$ cat src/rtl/quad_debounce.sv
// quad_debounce: conditions the two raw quadrature contacts of the rotary
// encoder. Each contact is synchronised with two flops, then integrated on a
// slow sample strobe so that only a level held for HIST consecutive samples
// reaches the clean a/b outputs. Integrations abandoned before completion are
// counted (saturating at 255) for bounce diagnostics.
module quad_debounce #(
  parameter int STROBE_DIV = 1000,
  parameter int HIST       = 8,
  parameter int DIVW       = $clog2(STROBE_DIV + 1),
  parameter int CNTW       = $clog2(HIST + 1)
) (
  input  logic       clk,
  input  logic       reset,
  input  logic       a_raw,
  input  logic       b_raw,
  output logic       a,
  output logic       b,
  output logic       strobe,
  output logic [7:0] reject_count
);

  localparam logic [DIVW-1:0] DIV_LAST = DIVW'(STROBE_DIV - 1);
  localparam logic [CNTW-1:0] CNT_LAST = CNTW'(HIST - 1);

  // Bit 0 carries channel A, bit 1 carries channel B throughout.
  logic [1:0]           r_sync_p0;
  logic [1:0]           r_sync_p1;
  logic [DIVW-1:0]      r_div;
  logic                 w_strobe;
  logic [1:0][CNTW-1:0] r_cnt;
  logic [1:0][CNTW-1:0] w_cnt_nxt;
  logic [1:0]           r_out;
  logic [1:0]           w_out_nxt;
  logic [1:0]           w_rej;
  logic [1:0]           w_rej_n;
  logic [7:0]           r_reject_count;

  // Add 0..2 rejections to the debug counter, clamping at 255 instead of
  // wrapping so a noisy contact never makes the count look small again.
  function automatic logic [7:0] sat_add(input logic [7:0] acc,
                                         input logic [1:0] inc);
    logic [8:0] sum;
    sum = {1'b0, acc} + {7'b0, inc};
    return sum[8] ? 8'hFF : sum[7:0];
  endfunction

  // Stage p0/p1: two-flop synchroniser for both raw contacts.
  always_ff @(posedge clk) begin
    if (reset) begin
      r_sync_p0 <= '0;
      r_sync_p1 <= '0;
    end else begin
      r_sync_p0 <= {b_raw, a_raw};
      r_sync_p1 <= r_sync_p0;
    end
  end

  assign w_strobe = (r_div == DIV_LAST);

  // Prescaler: free-running 0..STROBE_DIV-1, strobe in its last count.
  always_ff @(posedge clk) begin
    if (reset) begin
      r_div <= '0;
    end else if (w_strobe) begin
      r_div <= '0;
    end else begin
      r_div <= r_div + DIVW'(1);
    end
  end

  // Per-channel integration decision for the current sample.
  always_comb begin
    w_cnt_nxt = r_cnt;
    w_out_nxt = r_out;
    w_rej     = '0;
    for (int i = 0; i < 2; i++) begin
      if (r_sync_p1[i] == r_out[i]) begin
        if (r_cnt[i] != '0) begin
          w_cnt_nxt[i] = '0;
          w_rej[i]     = 1'b1;
        end
      end else if (r_cnt[i] == CNT_LAST) begin
        w_out_nxt[i] = r_sync_p1[i];
        w_cnt_nxt[i] = '0;
      end else begin
        w_cnt_nxt[i] = r_cnt[i] + CNTW'(1);
      end
    end
  end

  assign w_rej_n = {1'b0, w_rej[0]} + {1'b0, w_rej[1]};

  // Integrator state, clean outputs and reject counter advance only on strobe.
  always_ff @(posedge clk) begin
    if (reset) begin
      r_cnt          <= '0;
      r_out          <= '0;
      r_reject_count <= '0;
    end else if (w_strobe) begin
      r_cnt          <= w_cnt_nxt;
      r_out          <= w_out_nxt;
      r_reject_count <= sat_add(r_reject_count, w_rej_n);
    end
  end

  assign a            = r_out[0];
  assign b            = r_out[1];
  assign strobe       = w_strobe;
  assign reject_count = r_reject_count;

endmodule
$ cat config.mk
export PLATFORM = sky130hd
export DESIGN_NAME = quad_debounce
export DESIGN_NICKNAME = d
export VERILOG_FILES = /design/src/rtl/quad_debounce.sv
export SDC_FILE = /design/constraint.sdc
export NUM_CORES = 1
export LEC_CHECK = 0
export BUFFER_PORTS_ARGS = -buffer_cell sky130_fd_sc_hd__buf_2
export CORE_ASPECT_RATIO = 1.25
export CORE_UTILIZATION = 35
export DETAILED_ROUTE_END_ITERATION = 10
export PLACE_DENSITY = 0.6
export SYNTH_ARGS = -nofsm -noshare
export SYNTH_HDL_FRONTEND = slang
export SYNTH_SLANG_ARGS = --single-unit
$ cat constraint.sdc
create_clock -name clk -period 2 [get_ports clk]
set_input_delay 0.2 -clock clk [delete_from_list [all_inputs] [get_ports clk]]
set_output_delay 0.2 -clock clk [all_outputs]
set_load 0.05 [all_outputs]
Word-level counts from Yosys, hierarchy flattened
Cells that the tools add are included.
- register bits after elaboration: 32
- word-level logic and storage cells: 40
- input bits: 4
- output and inout bits: 11
- mux-type cells: 11
- equal/unequal tests: 7
- add/subtract/negate cells: 5
- reduce and logical (&&, ||, !) cells: 7
- bitwise gates (word level): 2
- operators with widths (operator ; number):
    two-way mux 4 bit ; 6
    adder 10 x 1 -> 10 bit, second input constant ; 1
    == test 10 bit, second input constant ; 1
    adder 8 x 2 -> 9 bit ; 1
    adder 4 x 1 -> 4 bit, second input constant ; 2
    == test 4 x 3 -> 1 bit, second input constant ; 2
    two-way mux 8 bit ; 1
    nonzero test 4 bit ; 2
    AND reduction 3 bit ; 2
    two-way mux 1 bit ; 4
    inequality test 2 x 1 -> 1 bit, second input constant ; 2
    AND reduction 2 bit ; 2
    adder 1 x 1 -> 2 bit ; 1
    == test 1 bit ; 2
    NOT 1 bit ; 2
    OR reduction 2 bit ; 1

Logic depth before layout (Yosys ltp)
Gate-level depths: netlist of the first run.
- word-level depth: 6
- depth in mapped cells: 9
- depth with buffers taken out: 9

Worst setup path before layout of the first run
OpenSTA, ideal clock, no wires.
- path kind: reg2reg
- from: register r_out[0]
- to: register r_reject_count[4], in the netlist reject_count[4]
- period minus slack after synthesis: 2.215 ns
- data arrival time: 2.098 ns
- buffers on the path: 0
- cell stages (with the launch flop): 8
- library setup time: 0.116 ns
- data required time: 1.884 ns
- slack: -0.215 ns
- cell sequence: dfxtp_1 -> xnor2_1 -> and2_1 -> fa_1 -> nand4_1 -> nor4_1 -> nand3_1 -> o211a_1
- cells in the longest elaborated chain, start to end: 5
- ends and longest elaborated chain (item ; line ; RTL):
    from (decl) ; 32 ; logic [1:0] r_out;
    from (signal assigned) ; 101 ; r_out <= w_out_nxt;
    == test 1 bit ; 77 ; if (r_sync_p1[i] == r_out[i]) begin
    two-way mux 1 bit ; 77 ;
    adder 1 x 1 -> 2 bit ; 91 ; assign w_rej_n = {1'b0, w_rej[0]} + {1'b0, w_rej[1]};
    adder 8 x 2 -> 9 bit ; 43 ; sum = {1'b0, acc} + {7'b0, inc};
    two-way mux 8 bit ; 44 ; return sum[8] ? 8'hFF : sum[7:0];
    to (signal assigned) ; 102 ; r_reject_count <= sat_add(r_reject_count, w_rej_n);
    to (decl) ; 36 ; logic [7:0] r_reject_count;
No other way between the ends.
A chain may end at the register's enable or synchronous reset.

Worst setup path in the final report of the first run
- from: register r_cnt[4] (netlist bit)
- to: register r_reject_count[1], in the netlist reject_count[1]
- cells in the longest elaborated chain, start to end: 6
- ends and longest elaborated chain (item ; line ; RTL):
    from (decl) ; 30 ; logic [1:0][CNTW-1:0] r_cnt;
    from (signal assigned) ; 100 ; r_cnt <= w_cnt_nxt;
    nonzero test 4 bit ; 78 ; if (r_cnt[i] != '0) begin
    two-way mux 1 bit ; 78 ;
    two-way mux 1 bit ; 77 ;
    adder 1 x 1 -> 2 bit ; 91 ;
    adder 8 x 2 -> 9 bit ; 43 ;
    two-way mux 8 bit ; 44 ;
No other way between the ends.

==> results of run 1 <==
[power by group through the flow]
| stage | Sequential (mW) | Combinational, mW | Clock [mW] |
|---|---|---|---|
| 4_1_cts | 0.663 | 0.0520 | 0.526 |
| 3_3_place_gp | 0.677 | 0.0507 | 0 |
| 3_5_place_dp | 0.677 | 0.0509 | 0 |
| 2_1_floorplan | 0.674 | 0.0362 | 0 |
| 5_1_grt | 0.665 | 0.0563 | 0.555 |
| 6_report | 0.663 | 0.0511 | 0.512 |
[placed cells by master, fill, tap and decap left out, drive strengths merged, types with 4 or more instances in the layout]
cell type   n
buf        29
nor2       20
inv         8
nor3        9
nor4        5
ha          5
a21oi       8
clkbuf      8
nand4       5
nand3      16
and3        4
nor2b       4
nand2       8
dfxtp      32
o21ai       5
xor2        4
xnor2       5
[area by class of cell]
cell class	instances	share of cell area
well taps	58	0.0368
flip-flops and latches	32	0.328
repair buffers	29	0.0938
multi-input cells	131	0.478
clock buffers	8	0.0456
inverters	8	0.0177
[state kept, by name, indices dropped and copies added, names as in the netlist]
| name | flops |
|---|---|
| r_div | 10 |
| r_cnt | 8 |
| reject_count | 8 |
| r_out | 2 |
| r_sync_p0 | 2 |
| r_sync_p1 | 2 |
[logic make-up after synthesis]
family,after synthesis,share of synthesized area
and+or+nand+nor,87,0.335
AOI/OAI and AO/OA,27,0.114
muxes,2,0.0126
buffers and inverters,12,0.0331
adders and majority gates,6,0.0521
DFF,32,0.404
xor gates and xnor gates,9,0.0497
[worst max-delay path, cell delays in order, from the launching register on]
cell and delay (ns):
dfxtp_2 0.32, inv_2 0.07, ha_4 0.11, or3b_4 0.37, and2_4 0.15, fa_2 0.37
buf_4 0.15, buf_4 0.14, a21oi_2 0.15, a311oi_2 0.06
[routing by layer]
metal | global-route usage | routed length, um | up-vias
met5 | 0 | 0 | -
met4 | 0.0884 | 109 | 0
met3 | 0.0327 | 78 | 10
met2 | 0.281 | 1870 | 19
met1 | 0.165 | 1530 | 664
li1 | - | - | 706
[final timing paths]
| kind | slack (ns) | to | depth (start not counted) |
|---|---|---|---|
| worst max-delay path | -0.03 | reject_count[1]$_SDFFE_PP0P_ | 9 |
| worst min-delay path | 0.13 | r_sync_p0[0]$_SDFF_PP0_ | 2 |
| worst max register to register | -0.03 | reject_count[1]$_SDFFE_PP0P_ | 9 |
| worst min register to register | 0.44 | r_sync_p1[1]$_SDFF_PP0_ | 1 |
[timing repair]
| action | in CTS | in global routing |
|---|---|---|
| setup buffers | 1 | 4 |
| pin swaps | 4 | 3 |
| endpoints found under the setup margin | 3 | 9 |
| gates resized for setup | 3 | 10 |
==> metrics.txt, run 1 <==
H-tree lvl count=2; Antenna Cells=0; first-pass GRT wire length=5810 um; max_slew headroom=0.689; drt total wl=3590 um; CP Launch Point=r_cnt[4]$_SDFFE_PP0P_; fillers=468; clock group share of total power=0.417; initial antenna violation count=0; Arr. time, crit path=2.17 ns; Commonest cells post-synth=dfxtp_1 (32), nor2_1 (20), nand3_1 (14); FF+latch count, synth=32; Die W=62.2 um; DRC=0; Vias=1399; clock latency on the worst-skew pair=0.28 ns; post-synth net total=185; Clock Skew=0.00569 ns; post-synthesis sequential area ratio=0.404; Placeable Area=4390 um2; Synth top area share=0.404; hold slack=0.130 ns; Post-synth EDFFs=0; internal power=0.951 mW; RSZ-0062 raised after global routing=yes; post-layout util=0.450; largest net degree at the start of global routing=27; crit-path max FO=3; I/O Buffers=14; Synth Warn #=0; type of origin of the critical path=register; total congestion overflow=0; most area-consuming cells after synthesis=dfxtp_1 (40%), nor2_1 (4.7%), nand3_1 (4.4%); crit end category=register; area occupied by multi-input gates=945 um2; Yosys cell types=43; endpoints failing setup=4; die area=4810 um2; WS Path Type=reg2reg; post-layout net count=217; Synth Area per Inst=9.07 um2; Overall Global Routing Usage=0.156; Final Cell Area=1970 um2; Die Y=77.3 um; Reg clk slew, reported paths=0.06 ns; TritonCTS Buffers=5; Area Growth Syn to Fin=24.4%; Mapped Area=1590 um2; VDD IR-drop max=0.396 mV; initial drt markers=33; gpl congestion=0.806; final hold violations=0; Reg area=647 um2; Placement Setup Slack=-0.0463 ns; sequential power share=0.541; vias in the first global route=1266; most frequent cell after synthesis=dfxtp_1; crit share post-route=1.01; clock root buffer=clkbuf_8; initial core utilization=0.361; HP Start=a_raw; Detailed Routing Iterations Pass 1=4; worst slew pin tran=0.467 ns; max-cap violations=0; routed len/inst=13.5 um; failing checks=setup timing; cell taking the most area after synthesis=dfxtp_1; Max clock buf depth=2; Logic pwr share=0.042; final setup TNS=-0.0920 ns; run status=finished, violations left; Synth Instances=175; sw frac=0.224; R2R Path Start=r_cnt[4]$_SDFFE_PP0P_; Post-DP Area=1810 um2; Leak=0.794 nW; CTS sink cnt=32; Routed Antenna Nets=0; DR vias/cell=5.26; HPWL Detailed=2460 um; fmax=493 MHz; # IOs=15; Worst Setup Slack, final=-0.0280 ns; ratio of cells with drive above 1 in the final layout=0.313; WP data required=2.15 ns; fin cells=266; TritonCTS clock tree=yes; dpl cells=253; row count=27; pwr/cell area=621 nW/um2; cts hold-fix bufs=0; Tot Pwr=1.23 mW; min-delay worst type=in2reg; Psw=0.275 mW; Slew Limit Fails=0; final worst path period need=2.03 ns; Synth async-reset ratio=0; dominant synthesized flop cell=dfxtp_1
Power figures use the tool's default switching activity.
==> run 2: changes to the inputs <==
--- a/config.mk
+++ b/config.mk
@@ -5,11 +5,13 @@
 export SDC_FILE = /design/constraint.sdc
 export NUM_CORES = 1
 export LEC_CHECK = 0
+export ABC_AREA = 1
 export BUFFER_PORTS_ARGS = -buffer_cell sky130_fd_sc_hd__buf_2
 export CORE_ASPECT_RATIO = 1.25
 export CORE_UTILIZATION = 35
+export CTS_CLUSTER_SIZE = 30
 export DETAILED_ROUTE_END_ITERATION = 10
-export PLACE_DENSITY = 0.6
+export PLACE_DENSITY = 0.59
 export SYNTH_ARGS = -nofsm -noshare
 export SYNTH_HDL_FRONTEND = slang
 export SYNTH_SLANG_ARGS = --single-unit
==> run 2 against run 1 <==
The run now ends clean. Via count is 13% higher. Wire length is 4.7% lower. Sequential cell count stayed put. Non-clock buffer count is 6 lower. Combinational power is 10% lower. Synthesized cell count is 43% higher. Global-route usage is 0.45 points lower. Worst hold slack worse by 0.016 ns. Die area is 11% higher. First-iteration DRC count is 120% higher. Utilization is 1.1 points lower. Power is 0.37% higher. Critical path type is now reg2out. Critical endpoint is now strobe.
==> metrics.txt, run 2 <==
run status=complete, no violations; Post-synth EDFFs=0 (unchanged); max-cap violations=0 (unchanged); largest net degree at the start of global routing=17 (-37%); post-layout net count=289 (+33%); Overall Global Routing Usage=0.151 (-0.00452); Final Cell Area=2100 um2 (+6.5%); Die Y=81.3 um (+5.2%); FF+latch count, synth=32 (unchanged); H-tree lvl count=2 (unchanged); dpl cells=330 (+30%); Slew Limit Fails=0 (unchanged); final worst path period need=1.86 ns (-0.169 ns); WS Path Type=reg2out; DR vias/cell=4.64 (-12%); dominant synthesized flop cell=dfxtp_1; max reg flops=10 (unchanged); Biggest register=r_div; Routed Antenna Nets=0 (unchanged); HP Start=b_raw; cts hold-fix bufs=0 (unchanged); Leak=0.915 nW (+15%); crit-path max FO=10 (+7); Synth Area per Inst=7.01 um2 (-23%); post-synth net total=261 (+41%); Post-DP Area=1950 um2 (+8.0%); fin cells=340 (+28%); clock latency on the worst-skew pair=0.29 ns (about the same); I/O Buffers=14 (unchanged); post-synthesis sequential area ratio=0.364 (-0.0396); first-pass GRT wire length=6090 um (+4.8%); Clock Skew=0.00373 ns (-0.00196 ns); R2R Path Start=r_cnt[0]$_SDFFE_PP0P_; DRC=0 (unchanged); commonest non-fill, non-tap cell in the layout=nand2_1; Tot Pwr=1.23 mW (+0.37%); TritonCTS Buffers=5 (unchanged); Commonest cells post-synth=nand2_1 (57), inv_1 (37), dfxtp_1 (32); min-delay worst type=in2reg; commonest cells after routing, fill and taps aside=nand2_1 (56), inv_1 (36), dfxtp_1 (28); CP Launch Point=r_div[0]$_SDFF_PP0_; row count=28 (+3.7%); Arr. time, crit path=1.66 ns (-0.51 ns); VDD IR-drop max=0.303 mV (-24%); Max clock buf depth=2 (unchanged); RSZ-0062 raised after global routing=no; most frequent cell after synthesis=nand2_1; fmax=538 MHz (+9.1%); Placeable Area=4800 um2 (+9.3%); die area=5320 um2 (+11%); drt total wl=3420 um (-4.7%); Worst Setup Slack, final=0.141 ns (+0.169 ns); CTS sink cnt=32 (unchanged); clock root buffer=clkbuf_8; HPWL Detailed=2590 um (+5.2%); Reg clk slew, reported paths=0.07 ns (about the same); final setup TNS=0 ns (+0.0920 ns); most area-consuming cells after synthesis=dfxtp_1 (36%), nand2_1 (12%), inv_1 (7.9%); routed len/inst=10.1 um (-25%); pwr/cell area=585 nW/um2 (-5.8%); Synth Instances=251 (+43%); Area Growth Syn to Fin=19.6%; Synth Warn #=0 (unchanged); initial core utilization=0.367 (+0.00527); initial antenna violation count=0 (unchanged); total congestion overflow=0 (unchanged); max_slew headroom=0.794 (+0.105); Detailed Routing Iterations Pass 1=4 (unchanged); Synth top area share=0.364 (-0.0396); ratio of cells with drive above 1 in the final layout=0.264 (-0.0482); crit end category=primary output; Antenna Cells=0 (unchanged); Die W=65.4 um (+5.1%); Vias=1576 (+13%); initial drt markers=74 (+120%); worst slew pin tran=0.309 ns (-0.158 ns); crit share post-route=0.929 (-0.0847); Yosys cell types=28 (-35%); endpoints failing setup=0 (-4); final hold violations=0 (unchanged); TritonCTS clock tree=yes; Synth async-reset ratio=0 (unchanged); Placement Setup Slack=0.0322 ns (+0.0786 ns); Mapped Area=1760 um2 (+11%); type of origin of the critical path=register; gpl congestion=0.767 (-4.9%); hold slack=0.114 ns (-0.0157 ns); vias in the first global route=1500 (+18%); post-layout util=0.438 (-0.0114); cell taking the most area after synthesis=dfxtp_1; WP data required=1.80 ns (-0.35 ns); # IOs=15 (unchanged)
-- run 2: cell count changes after synthesis, moves of 5 or more --
cell / change
nand3_1: +8
nand2_1: +49
nor3_1: -8
inv_1: +30
a21oi_1: +9
nor2_1: +9
nand2_2: +5
nor2_2: +6
-- run 2: cells by family (layout without fill, tap and decap cells) --
family | count (synthesis) | in the layout | synth area share
AOI/OAI and AO/OA | 28 | 28 | 0.0853
xor gates and xnor gates | 2 | 2 | 0.00996
adders and majority gates | 6 | 6 | 0.0469
buffers and inverters | 44 | 73 | 0.0939
DFF | 32 | 32 | 0.364
and+or+nand+nor | 139 | 139 | 0.400
-- run 2: final timing paths --
kind                             endpoint  slack [ns]  depth (start not counted)
max                                strobe        0.14                          6
min               r_sync_p0[1]$_SDFF_PP0_        0.11                          3
max reg2reg  reject_count[3]$_SDFFE_PP0P_        0.19                         12
min reg2reg       r_sync_p1[1]$_SDFF_PP0_        0.40                          2
-- run 2: final cells by class --
class	count	area, um2
multi-input combinational	175	987
tap	60	75.1
clock inverter	2	15.0
timing repair buffer	23	140
inverter	42	158
clock buffer	6	82.6
fill	484	2700
sequential	32	646
-- run 2: worst max-delay path, stage by stage (launching register included) --
cell      delay [ns]
dfxtp_1         0.36
ha_1            0.20
nand2_1         0.09
inv_1           0.15
nand3_4         0.11
nor2_8          0.20
clkbuf_4        0.27
-- run 2: routing by layer --
layer	vias up	share of wire	track usage
met1	702	0.47	0.170
li1	843	-	-
met2	21	0.47	0.258
met3	10	0.030	0.0379
met5	-	0	0
met4	0	0.033	0.0848
-- run 2: power breakdown --
| group | leakage, nW | switching, mW | internal (mW) | total, mW |
|---|---|---|---|---|
| clock network | 0.0434 | 0.256 | 0.278 | 0.535 |
| registers | 0.261 | 0.00475 | 0.646 | 0.650 |
| logic | 0.610 | 0.0298 | 0.0161 | 0.0459 |
| total | 0.915 | 0.291 | 0.940 | 1.23 |
-- run 2: what timing repair did --
item | 4_1_cts | 5_1_grt
buffers inserted | 0 | 2
resized for setup | 0 | 14
endpoints found under the hold margin | 0 | 0
setup endpoints to repair | 0 | 9
